$ cat src/rtl/gpio_sw_debounce.sv
// SW5 push-button conditioner: 2-flop sync, stability-counter debounce FSM, strobes and press counter.
// Optional long-press strobe is built when GPIO_SW_LONG_PRESS_EN is defined.
module gpio_sw_debounce #(
    parameter int DEBOUNCE_CYCLES   = 2_000_000,
    parameter int LONG_PRESS_CYCLES = 200_000_000,
    parameter int CNT_W             = 8
) (
    input  logic             clk200,
    input  logic             rst200_n,
    input  logic             sw_async,
    output logic             sw_level,
    output logic             press_pulse,
    output logic             release_pulse,
    output logic             long_press_pulse,
    output logic [CNT_W-1:0] press_count
);

    localparam int SW = $clog2(DEBOUNCE_CYCLES);
    localparam logic [SW-1:0] STAB_LAST = SW'(DEBOUNCE_CYCLES - 1);

    localparam logic [1:0] ST_IDLE         = 2'd0;
    localparam logic [1:0] ST_PRESS_WAIT   = 2'd1;
    localparam logic [1:0] ST_PRESSED      = 2'd2;
    localparam logic [1:0] ST_RELEASE_WAIT = 2'd3;

    logic             sync1_q, sw_s_q;
    logic [1:0]       state_q, state_d;
    logic [SW-1:0]    stab_q, stab_d;
    logic             level_q, level_d;
    logic             press_q, press_d;
    logic             rel_q, rel_d;
    logic [CNT_W-1:0] cnt_q, cnt_d;

    always_ff @(posedge clk200) begin
        if (!rst200_n) begin
            sync1_q <= 1'b0;
            sw_s_q  <= 1'b0;
        end else begin
            sync1_q <= sw_async;
            sw_s_q  <= sync1_q;
        end
    end

    always_comb begin
        state_d = state_q;
        stab_d  = stab_q;
        level_d = level_q;
        press_d = 1'b0;
        rel_d   = 1'b0;
        cnt_d   = cnt_q;
        case (state_q)
            ST_IDLE: begin
                if (sw_s_q) begin
                    state_d = ST_PRESS_WAIT;
                    stab_d  = '0;
                end
            end
            ST_PRESS_WAIT: begin
                if (!sw_s_q) begin
                    state_d = ST_IDLE;
                end else if (stab_q == STAB_LAST) begin
                    state_d = ST_PRESSED;
                    level_d = 1'b1;
                    press_d = 1'b1;
                    cnt_d   = cnt_q + 1'b1;
                end else begin
                    stab_d = stab_q + 1'b1;
                end
            end
            ST_PRESSED: begin
                if (!sw_s_q) begin
                    state_d = ST_RELEASE_WAIT;
                    stab_d  = '0;
                end
            end
            ST_RELEASE_WAIT: begin
                // A bounce back high returns to PRESSED without touching the hold timer.
                if (sw_s_q) begin
                    state_d = ST_PRESSED;
                end else if (stab_q == STAB_LAST) begin
                    state_d = ST_IDLE;
                    level_d = 1'b0;
                    rel_d   = 1'b1;
                end else begin
                    stab_d = stab_q + 1'b1;
                end
            end
            default: state_d = ST_IDLE;
        endcase
    end

    always_ff @(posedge clk200) begin
        if (!rst200_n) begin
            state_q <= ST_IDLE;
            stab_q  <= '0;
            level_q <= 1'b0;
            press_q <= 1'b0;
            rel_q   <= 1'b0;
            cnt_q   <= '0;
        end else begin
            state_q <= state_d;
            stab_q  <= stab_d;
            level_q <= level_d;
            press_q <= press_d;
            rel_q   <= rel_d;
            cnt_q   <= cnt_d;
        end
    end

    assign sw_level      = level_q;
    assign press_pulse   = press_q;
    assign release_pulse = rel_q;
    assign press_count   = cnt_q;

`ifdef GPIO_SW_LONG_PRESS_EN
    localparam int HW = $clog2(LONG_PRESS_CYCLES);
    localparam logic [HW-1:0] HOLD_LAST = HW'(LONG_PRESS_CYCLES - 1);

    logic [HW-1:0] hold_q, hold_d;
    logic          fired_q, fired_d;
    logic          long_q, long_d;

    // press_d marks the PRESS_WAIT -> PRESSED entry, which restarts the hold timer.
    always_comb begin
        hold_d  = hold_q;
        fired_d = fired_q;
        long_d  = 1'b0;
        if (press_d) begin
            hold_d  = '0;
            fired_d = 1'b0;
        end else if ((state_q == ST_PRESSED || state_q == ST_RELEASE_WAIT) && !fired_q) begin
            if (hold_q == HOLD_LAST) begin
                long_d  = 1'b1;
                fired_d = 1'b1;
            end else begin
                hold_d = hold_q + 1'b1;
            end
        end
    end

    always_ff @(posedge clk200) begin
        if (!rst200_n) begin
            hold_q  <= '0;
            fired_q <= 1'b0;
            long_q  <= 1'b0;
        end else begin
            hold_q  <= hold_d;
            fired_q <= fired_d;
            long_q  <= long_d;
        end
    end

    assign long_press_pulse = long_q;
`else
    assign long_press_pulse = 1'b0;
`endif

endmodule

$ cat config.mk
export PLATFORM = sky130hd
export DESIGN_NAME = gpio_sw_debounce
export DESIGN_NICKNAME = d
export VERILOG_FILES = /design/src/rtl/gpio_sw_debounce.sv
export SDC_FILE = /design/constraint.sdc
export NUM_CORES = 1
export LEC_CHECK = 0
export ABC_AREA = 1
export CORE_UTILIZATION = 30
export CTS_BUF_LIST = sky130_fd_sc_hd__clkbuf_8
export DETAILED_ROUTE_END_ITERATION = 6
export PLACE_DENSITY = 0.53
export SKIP_CTS_REPAIR_TIMING = 1
export SLEW_MARGIN = 30
export SYNTH_ARGS = -nofsm -noshare
export SYNTH_HDL_FRONTEND = slang
export SYNTH_SLANG_ARGS = --single-unit
$ cat constraint.sdc
create_clock -name clk200 -period 1.8 [get_ports clk200]
set_clock_uncertainty 0.1 [all_clocks]
set_input_delay 0.27 -clock clk200 [delete_from_list [all_inputs] [get_ports clk200]]
set_output_delay 0.27 -clock clk200 [all_outputs]
set_load 0.01 [all_outputs]
Word level (Yosys, flattened, before mapping)
Index checks and enable logic that the tools add are counted.
W data, S select, Z words.

storage, ports and cells
  flip-flop bits (word level) = 36
  logic and storage cells = 51

cells by class
  bitwise logic cells = 2
  muxes and demuxes = 19
  equal/unequal tests = 12
  reduce and logical (&&, ||, !) cells = 8
  $add $sub $neg = 2

operator list
  cell                     count
  $mux W21                 5
  $pmux W21 S4             1
  $add A21 B1 Y21 const B  1
  $eq A21 B21 Y1 const B   1
  $mux W2                  6
  $ne A2 B2 Y1 const B     6
  $add A8 B1 Y8 const B    1
  $pmux W2 S4              1
  $reduce_and A4 Y1        2
  $ne A3 B3 Y1 const B     2
  $reduce_and A3 Y1        2
  $mux W1                  5
  $reduce_and A5 Y1        1
  $eq A2 B2 Y1 const B     2
  $reduce_or A3 Y1         1
  $eq A2 B1 Y1 const B     1
  $logic_not A2 Y1         1
  $not A1 Y1               2
  $pmux W1 S2              1
  $reduce_bool A2 Y1       1

Longest topological paths before layout
Gate-level depths: netlist of run 1.

  word-level depth = 4
  mapped depth = 11

Least setup slack after synthesis of run 1
Ideal clock, no wire load.

  path type = register -> register
  start point = reg stab_q[0]
  end point = reg stab_q[16]
  path buffers = 1
  period minus slack after synthesis = 1.663 ns
  stages on the path, launching flop included = 10
  arrival = 1.454 ns
  library setup time = 0.109 ns
  data required time = 1.591 ns
  path slack = 0.137 ns
  cell sequence = dfxtp_1 ha_1 nand3_2 nor2_4 nand4_2 buf_2 nand3_1 nand2_1 nand2_1 inv_1

between the ends
  longest elaborated chain between the ends = 4
  elaborated cells between the ends (all ways) = 6

ends and longest elaborated chain
  what                                               RTL line  text
  from (decl)                                        28        logic [SW-1:0] stab_q, stab_d;
  from (signal assigned)                             102       stab_q <= stab_d;
  $add A21 B1 Y21 or $eq A21 B21 Y1 (tied branches)  n/a
  $mux W21 *                                         61, 80
  $mux W21, on equally long branches                 78, 59
  $pmux W21 S4 *                                     51        case (state_q)

Every way passes the cells marked *; elsewhere a longest branch is shown, timed or not. The select of a mux whose other input is x is not followed.
A chain may end at the register's enable or synchronous reset.

Final worst setup path of run 1
  start point = reg cnt_q[2] (netlist: press_count[2])
  end point = out press_count[2]

RTL lines
  what                    RTL line  text
  from (decl)             32        logic [CNT_W-1:0] cnt_q, cnt_d;
  from (signal assigned)  106       cnt_q <= cnt_d;
  to (decl)               15        output logic [CNT_W-1:0] press_count

No word-level cell between the ends.

==> results of run 1 <==
-- routing by layer --
layer  wire length, um  up-vias  track usage
met3               168        6       0.0257
li1                  -     1145            -
met1              2890      963        0.227
met5                 0        -            0
met4                68        0       0.0455
met2              2480       29        0.258
-- placed cells by master (no fill, tap or decap), drive strengths merged --
master	instances
clkdlybuf4s50	13
bufinv	1
nor3	9
clkinv	2
a21oi	22
buf	26
conb	1
xnor2	3
nand3b	3
nand2	103
clkinvlp	1
dfxtp	36
nand4	11
inv	32
clkbuf	5
nand3	44
ha	2
xor2	11
o21ai	3
nor2	44
-- registers in the layout, summed over array words and instances (netlist names), named ones only --
signal         flops
sw_s_q             1
stab_q            21
sw_level           1
press_pulse        1
sync1_q            1
release_pulse      1
state_q            1
press_count        8
-- layout make-up --
cell class,count,area [um^2]
Fill cell,744,4200
Multi-Input combinational cell,256,1270
Sequential cell,36,723
Timing Repair Buffer,39,325
Inverter,33,124
Tap cell,96,120
Clock buffer,5,68.8
Clock inverter,3,42.5
-- stage by stage --
step	hold WS, ns	TNS, ns	std cells	cell area (um^2)	total power [mW]
finish	0.323	0	468	2670	1.59
global route	0.379	-0.0175	468	2670	1.65
CTS	0.322	0	467	2640	1.61
detailed placement	0.303	0	459	2530	0.875
global placement	0.302	0	459	2530	0.875
floorplan	0.268	0	335	2150	0.853
-- power by group through the flow --
| stage | Clock (mW) | Combinational (mW) | Sequential, mW |
|---|---|---|---|
| 4_1_cts | 0.749 | 0.0557 | 0.801 |
| 2_1_floorplan | 0 | 0.0336 | 0.819 |
| 6_report | 0.735 | 0.0547 | 0.801 |
| 5_1_grt | 0.786 | 0.0607 | 0.801 |
| 3_3_place_gp | 0 | 0.0552 | 0.820 |
| 3_5_place_dp | 0 | 0.0553 | 0.820 |
-- cells in the mapped netlist (all sizes together) --
master | count | area share
nand3b | 3 | 0.010
clkinv | 1 | 0.0017
xor2 | 11 | 0.045
conb | 1 | 0.0017
ha | 2 | 0.012
xnor2 | 3 | 0.012
nand4 | 11 | 0.035
clkbuf | 3 | 0.0052
nand2 | 103 | 0.18
dfxtp | 36 | 0.34
nor2 | 44 | 0.090
nor3 | 9 | 0.026
nand3 | 44 | 0.11
a21oi | 22 | 0.051
buf | 7 | 0.022
inv | 32 | 0.056
o21ai | 3 | 0.0070
-- path summary, 6_finish.rpt --
| check | from | to | slack, ns | depth (start not counted) |
|---|---|---|---|---|
| min reg2reg | sync1_q$_SDFF_PN0_ | sw_s_q$_SDFF_PN0_ | 0.32 | 2 |
| max reg2reg | stab_q[0]$_SDFFE_PN0P_ | press_count[0]$_SDFFE_PN0P_ | 0.11 | 9 |
| max | press_count[2]$_SDFFE_PN0P_ | press_count[2] | 0.1 | 1 |
| min | sync1_q$_SDFF_PN0_ | sw_s_q$_SDFF_PN0_ | 0.32 | 2 |
-- cell families (layout without fill, tap and decap cells) --
family                   Yosys count  count (layout)
XOR/XNOR                          14              14
AO/OA/AOI/OAI                     25              25
adder cells (fa/ha/maj)            2               2
AND/OR/NAND/NOR                  214             214
buffers and inverters             43              80
other                              1               1
flip-flops                        36              36
==> metrics.cfg, run 1 <==
[floorplanning]
die_height_um = 86.6
boundaryPins = 15
site_rows = 30
initial_utilization = 0.313
die_outline_area_um2 = 7500
core_region_area_um2 = 6870
floorplan.die.width_um = 86.6

[drt]
avgViaCountPerCell = 4.58
drt-total-wl_um = 5600
postRouteAntennaNets = 0
dr_total_vias = 2143
drt_iter0_markers = 162
dr.pass1.iters = 4
route.detailed.wl_per_inst_um = 12.0
remaining_drc_errors = 0

[layout]
design.final.nets = 376
final_layout_size_suffix_gt1_frac = 0.134
layout-area-overhead-vs-synth_pct = 24.4
final_core_util = 0.389
antenna-diode-count = 0

[worst_setup_path]
worstPathCellList = clkdlybuf4s50_1
cp.buffers_inverters = 1
critical-path-top-delay-family = buffers and inverters
critPathSlowestCell = sky130_fd_sc_hd__clkdlybuf4s50_1
worst_setup_path_start_kind = flop
worst_path_largest_cell_delay_ns = 0.58
path_max_fanout = 6
arrival_ns = 1.33
crit_path_end_kind = output pin
worst-setup-path-type = reg2out
required_ns = 1.43

[synth]
synth_top_family_by_area = simple AND/OR/NAND/NOR gates
synth-seq-cells = 36
yosys.area_share.xor_xnor = 0.0571
synth_simple_gate_area_frac = 0.451
post_synth_mux_area_share = 0
synth_compound_gate_area_share = 0.0583
synth_cells = 335
ys_seq_area_frac = 0.336
net_count_after_synthesis = 340
synth-warning-count = 0
cell_variety_after_synth = 26
post_synth_instance_area_um2 = 2150
mean_area_per_synthesized_cell_um2 = 6.41
post_synth_fa_ha_maj_area_fraction = 0.0117

[pwr]
proportion_of_power_drawn_by_flip_flops_and_latches = 0.504
vdd.ir_drop.worst_mv = 0.296
power.share.switching = 0.229
p_switching_mw = 0.364
cellPowerDensity_nw_per_um2 = 595
combPwrFrac = 0.034
clock_power_share = 0.462
cellLeakagePower_nw = 1.07
internal_power_mw = 1.23

[global_routing]
grt.total_usage = 0.162
globalRouteOverflowTotal = 0
grt_antenna_before_repair = 0
grt_start_max_net_pins = 25
grt_first_pass_wirelength_um = 9520
first_global_vias = 1997

[clock_tree]
cts_inserted_buffers = 5
clk_pin_slew_ns = 0.08
htree_num_levels = 2
cts_tree = yes
clk_root_buffer_cell = sky130_fd_sc_hd__clkbuf_8
cts_num_sinks = 36
worstSkewPairLatency_ns = 0.29
clock_tree.buffer_depth = 2

[timing]
endpoints_failing_hold = 0
post-route-min-period_ns = 1.70
clock.fmax_mhz = 588
maxSlewViolCount = 0
setup-violations-final = 0
worst_setup_slack_final_ns = 0.0997
fin_crit_sh = 0.945

[run]
maxCapViolations = 0

[run_status]
outcome = complete, no violations

[placed_design]
port_buffers = 13
place_worst_setup_slack_ns = 0.0593
dp_hpwl_um = 4150
routabilityCongestion = 0.814

[min_path]
hp-class = reg2reg

Note: power is estimated with default switching activity, not from simulation.
==> run 2: changes to the inputs <==
- CORE_MARGIN: default -> 5
==> run 2 against run 1 <==
  * Core utilization down 0.29 points
  * Largest cell class unchanged
  * Total power down 8.6%
  * Via count unchanged
  * Clock-buffer cell count unchanged
  * Cell area down 0.75%
  * Sequential power about the same
  * Fmax down 0.36%
  * Sequential cell count unchanged
  * First-iteration DRC count down 51%
  * Register-to-register slack better by 0.03 ns
  * Global-route usage down 2.8 points
==> metrics.cfg, run 2 (same netlist as run 1, synthesis figures left out) <==
[layout]
layout_commonest_cell = sky130_fd_sc_hd__nand2_1
largest_reg_flops = 21
layout-area-overhead-vs-synth_pct = 23.5
antenna-diode-count = 0
mostFrequentLayoutCells = sky130_fd_sc_hd__nand2_1 (101), sky130_fd_sc_hd__nand3_1 (42), sky130_fd_sc_hd__nor2_1 (38)
final_core_util = 0.386
stdcell_area_um2 = 2650
design.final.nets = 375
final_layout_size_suffix_gt1_frac = 0.143
fin_cells = 467
largest-register = stab_q

[clock_tree]
cts_num_sinks = 36
worstSkewPairLatency_ns = 0.29
cts_inserted_buffers = 5
clk_root_buffer_cell = sky130_fd_sc_hd__clkbuf_8
cts_tree = yes
clock_tree.buffer_depth = 2
clk_pin_slew_ns = 0.08
htree_num_levels = 2

[min_path]
worst_hold_startpoint = sync1_q$_SDFF_PN0_
holdPathEnd = sw_s_q$_SDFF_PN0_
hp-class = reg2reg
whs_path_depth = 2

[pwr]
cellPowerDensity_nw_per_um2 = 548
clock_power_share = 0.411
combPwrFrac = 0.038
vdd.ir_drop.worst_mv = 0.283
internal_power_mw = 1.09
power.share.switching = 0.249
p_switching_mw = 0.362
cellLeakagePower_nw = 1.05
proportion_of_power_drawn_by_flip_flops_and_latches = 0.551
power_mw = 1.45

[worst_setup_path]
cp.buffers_inverters = 1
worst_setup_path_start_kind = flop
worst_r2r_endpoint = press_count[3]$_SDFFE_PN0P_
worstPathCellList = clkdlybuf4s50_1
reg2reg_slack_ns = 0.14
worst-setup-path-type = reg2out
arrival_ns = 1.34
critPathSlowestCell = sky130_fd_sc_hd__clkdlybuf4s50_1
path_max_fanout = 6
crit_path_end_kind = output pin
worst_path_largest_cell_delay_ns = 0.59
critical-path-top-delay-family = buffers and inverters
timing.rr.start = stab_q[0]$_SDFFE_PN0P_
required_ns = 1.43
r2r_cells = 8

[floorplanning]
die_height_um = 94.6
die_outline_area_um2 = 8950
initial_utilization = 0.313
core_region_area_um2 = 6870
site_rows = 30
boundaryPins = 15
floorplan.die.width_um = 94.6

[timing]
clock.fmax_mhz = 586
setup-violations-final = 0
endpoints_failing_hold = 0
maxSlewViolCount = 0
post-route-min-period_ns = 1.71
fin_crit_sh = 0.948

[run_status]
outcome = complete, no violations

[placed_design]
detailed_place.area_um2 = 2530
routabilityCongestion = 0.861
dp.cells = 459
dp_hpwl_um = 4170
port_buffers = 13

[global_routing]
grt_antenna_before_repair = 0
globalRouteOverflowTotal = 0
grt_first_pass_wirelength_um = 9470
grt.total_usage = 0.134
first_global_vias = 2037
grt_start_max_net_pins = 25

[drt]
avgViaCountPerCell = 4.59
remaining_drc_errors = 0
route.top_layer_used = met4
route.layer.met1.wl_um = 2880
route.detailed.wl_per_inst_um = 12.0
met3_length_um = 162
postRouteAntennaNets = 0
wl_met2_um = 2470
dr.pass1.iters = 4
dr_total_vias = 2143
drt_iter0_markers = 80
drt-total-wl_um = 5580

[run]
maxCapViolations = 0

[run 2: cell count changes in the layout (fill, tap and decap cells not counted), sizes merged]
cell      change
bufinv        -1
clkinvlp      +1
buf           -1
[run 2: how the worst max path moves through the flow]
stage	cells after the start	slack, ns	to	from
6_report	1	0.09	press_count[2]	press_count[2]$_SDFFE_PN0P_
5_1_grt	9	-0.01	press_count[0]$_SDFFE_PN0P_	stab_q[0]$_SDFFE_PN0P_
4_1_cts	8	0.04	press_count[7]$_SDFFE_PN0P_	stab_q[0]$_SDFFE_PN0P_
3_5_place_dp	8	0.06	press_count[0]$_SDFFE_PN0P_	stab_q[0]$_SDFFE_PN0P_
3_3_place_gp	8	0.10	press_count[5]$_SDFFE_PN0P_	stab_q[0]$_SDFFE_PN0P_
2_1_floorplan	9	0.14	stab_q[16]$_SDFFE_PN0P_	stab_q[0]$_SDFFE_PN0P_
[run 2: final cells by class]
type	count	area, um^2
multi-input cells	256	1270
clock inverters	3	23.8
clock buffers	5	68.8
flip-flops and latches	36	728
inverters	33	124
fillers	751	4220
well taps	96	120
repair buffers	38	318
[run 2: metrics by stage]
stage / TNS (ns) / setup WS [ns] / hold WS [ns]
floorplan: 0 / 0.137 / 0.268
global placement: 0 / 0.103 / 0.303
detailed placement: 0 / 0.0591 / 0.297
CTS: 0 / 0.0434 / 0.316
global route: -0.0279 / -0.0108 / 0.337
finish: 0 / 0.0936 / 0.320
[run 2: power by group through the flow]
stage	Combinational [mW]	Sequential (mW)	Clock, mW
after floorplan	0.0336	0.819	0
after global placement	0.0556	0.820	0
after detailed placement	0.0549	0.820	0
after CTS	0.0550	0.801	0.622
after global routing	0.0609	0.801	0.658
final	0.0551	0.801	0.597
[run 2: routing by layer]
layer / up-vias / GRT usage
met1: 970 / 0.192
met4: 0 / 0.0397
li1: 1142 / -
met5: - / 0
met3: 7 / 0.0327
met2: 24 / 0.199
==> run 3: changes to the inputs <==
- ABC_AREA: 1 -> default
==> run 3 against run 2 <==
  * The flow now finishes with violations (setup timing)
  * Worst hold slack better by 0.015 ns
  * Sequential cell count unchanged
  * Global-route usage shrank 0.32 points
  * Sequential power rose by 0.9%
  * Wire length is 11% lower
  * Cell area up 0.94%
  * Cell count shrank 23%
  * Critical endpoint is now press_count[6]$_SDFFE_PN0P_
  * Largest power group unchanged
  * Highest routed layer unchanged
==> metrics.cfg, run 3 <==
[pwr]
cellLeakagePower_nw = 0.974
vdd.ir_drop.worst_mv = 0.232
clock_power_share = 0.417
combPwrFrac = 0.053
internal_power_mw = 1.18
proportion_of_power_drawn_by_flip_flops_and_latches = 0.530
power_mw = 1.52
p_switching_mw = 0.347
power.share.switching = 0.227
cellPowerDensity_nw_per_um2 = 570

[layout]
final_core_util = 0.444
design.final.nets = 288
final_layout_size_suffix_gt1_frac = 0.350
stdcell_area_um2 = 2680
mostFrequentLayoutCells = sky130_fd_sc_hd__buf_4 (41), sky130_fd_sc_hd__nor2_1 (25), sky130_fd_sc_hd__dfxtp_1 (22)
layout_commonest_cell = sky130_fd_sc_hd__buf_4
antenna-diode-count = 0
largest_reg_flops = 21
largest-register = stab_q
layout-area-overhead-vs-synth_pct = 41.9
fin_cells = 358

[synth]
synthTopCellsByArea = sky130_fd_sc_hd__dfxtp_1 (38%), sky130_fd_sc_hd__mux2i_1 (6.4%), sky130_fd_sc_hd__nor2_1 (5.0%)
yosys.area_share.xor_xnor = 0.0186
synth_area_leader_cell = sky130_fd_sc_hd__dfxtp_1
synth_edf_count = 0
net_count_after_synthesis = 236
synth-warning-count = 0
post_synth_fa_ha_maj_area_fraction = 0.0133
postSynth.topFlopCell = sky130_fd_sc_hd__dfxtp_1
post_synth_instance_area_um2 = 1890
synth.top_cell.area_share = 0.382
synth_compound_gate_area_share = 0.131
yosys.cell_count.top_type = sky130_fd_sc_hd__dfxtp_1
synth-seq-cells = 36
synth_simple_gate_area_frac = 0.326
mean_area_per_synthesized_cell_um2 = 8.16
ys_seq_area_frac = 0.382
async_flop_share = 0
cell_variety_after_synth = 42
synth_cells = 231
post_synth_mux_area_share = 0.0876
yosys-top-cells-count = sky130_fd_sc_hd__dfxtp_1 (36), sky130_fd_sc_hd__nor2_1 (25), sky130_fd_sc_hd__nand2_1 (21)
synth_top_family_by_area = simple AND/OR/NAND/NOR gates

[floorplanning]
die_height_um = 89.3
site_rows = 28
die_outline_area_um2 = 7970
boundaryPins = 15
core_region_area_um2 = 6030
floorplan.die.width_um = 89.3
initial_utilization = 0.313

[drt]
remaining_drc_errors = 0
dr.pass1.iters = 4
drt-total-wl_um = 4980
drt_iter0_markers = 93
avgViaCountPerCell = 5.11
route.detailed.wl_per_inst_um = 13.9
postRouteAntennaNets = 0
route.top_layer_used = met4
met3_length_um = 106
wl_met2_um = 2250
route.layer.met1.wl_um = 2520
dr_total_vias = 1830

[clock_tree]
clk_root_buffer_cell = sky130_fd_sc_hd__clkbuf_8
htree_num_levels = 2
cts_inserted_buffers = 5
clock_tree.buffer_depth = 2
cts_num_sinks = 36
cts_tree = yes
clk_pin_slew_ns = 0.08
worstSkewPairLatency_ns = 0.29

[placed_design]
port_buffers = 13
dp_hpwl_um = 3560
detailed_place.area_um2 = 2430
routabilityCongestion = 0.816
dp.cells = 349
place_worst_setup_slack_ns = -0.240

[timing]
post-route-min-period_ns = 1.94
endpoints_failing_hold = 0
fin_crit_sh = 1.08
setup-violations-final = 22
worst_setup_slack_final_ns = -0.142
grt_setup_unrepaired = yes
clock.fmax_mhz = 515
maxSlewViolCount = 0

[global_routing]
grt_antenna_before_repair = 0
grt_start_max_net_pins = 24
globalRouteOverflowTotal = 0
grt.total_usage = 0.131
first_global_vias = 1692
grt_first_pass_wirelength_um = 8140

[run_status]
outcome = finished with violations
violations = setup timing

[worst_setup_path]
worstPathCellList = nand3_2 > or4_4 > or2_4 > or4_1 > a21oi_1
worst_path_largest_cell_delay_ns = 0.54
path_max_fanout = 5
critPathSlowestCell = sky130_fd_sc_hd__or4_4
critical-path-top-delay-family = simple AND/OR/NAND/NOR gates
cp.buffers_inverters = 0
required_ns = 1.93
worst_setup_path_start_kind = flop
worst-setup-path-type = reg2reg
arrival_ns = 2.07
crit_path_end_kind = flop

[min_path]
hp-class = reg2reg

[run]
maxCapViolations = 0

## run 3: final timing paths
path                                        startpoint                     endpoint  slack, ns  cells past startpoint
worst min-delay path                sync1_q$_SDFF_PN0_            sw_s_q$_SDFF_PN0_       0.33                      1
worst max-delay path            stab_q[5]$_SDFFE_PN0P_  press_count[6]$_SDFFE_PN0P_      -0.14                      5
worst max register to register  stab_q[5]$_SDFFE_PN0P_  press_count[6]$_SDFFE_PN0P_      -0.14                      5
worst min register to register      sync1_q$_SDFF_PN0_            sw_s_q$_SDFF_PN0_       0.33                      1
## run 3: layer usage
| metal | GRT usage | vias to the layer above |
|---|---|---|
| met2 | 0.198 | 15 |
| met1 | 0.180 | 864 |
| li1 | - | 942 |
| met3 | 0.0286 | 9 |
| met4 | 0.0541 | 0 |
| met5 | 0 | - |
## run 3: cell families after synthesis
logic type      count (synthesis)
fa+ha+maj                       2
simple gates                  115
xor+xnor                        4
other cells                     1
mux                            16
buf+inv                        17
compound gates                 40
flops                          36
## run 3: area by class of cell
cell class,count,area [um^2]
clock buffer,7,96.3
fill,626,3350
inverter,2,7.51
multi-input combinational,178,1230
sequential,36,738
tap,75,93.8
timing repair buffer,60,505
## run 3: power groups by stage
stage               Clock [mW]  Combinational, mW  Sequential (mW)
floorplan                    0             0.0453            0.826
global placement             0             0.0778            0.826
detailed placement           0             0.0779            0.826
CTS                      0.661             0.0776            0.807
global route             0.706             0.0879            0.808
finish                   0.636             0.0806            0.808
## run 3: stage by stage
stage	hold slack [ns]	setup TNS, ns
floorplan	0.297	-0.808
global placement	0.321	-1.82
detailed placement	0.319	-2.75
CTS	0.336	-2.89
global route	0.356	-3.10
finish	0.335	-0.796
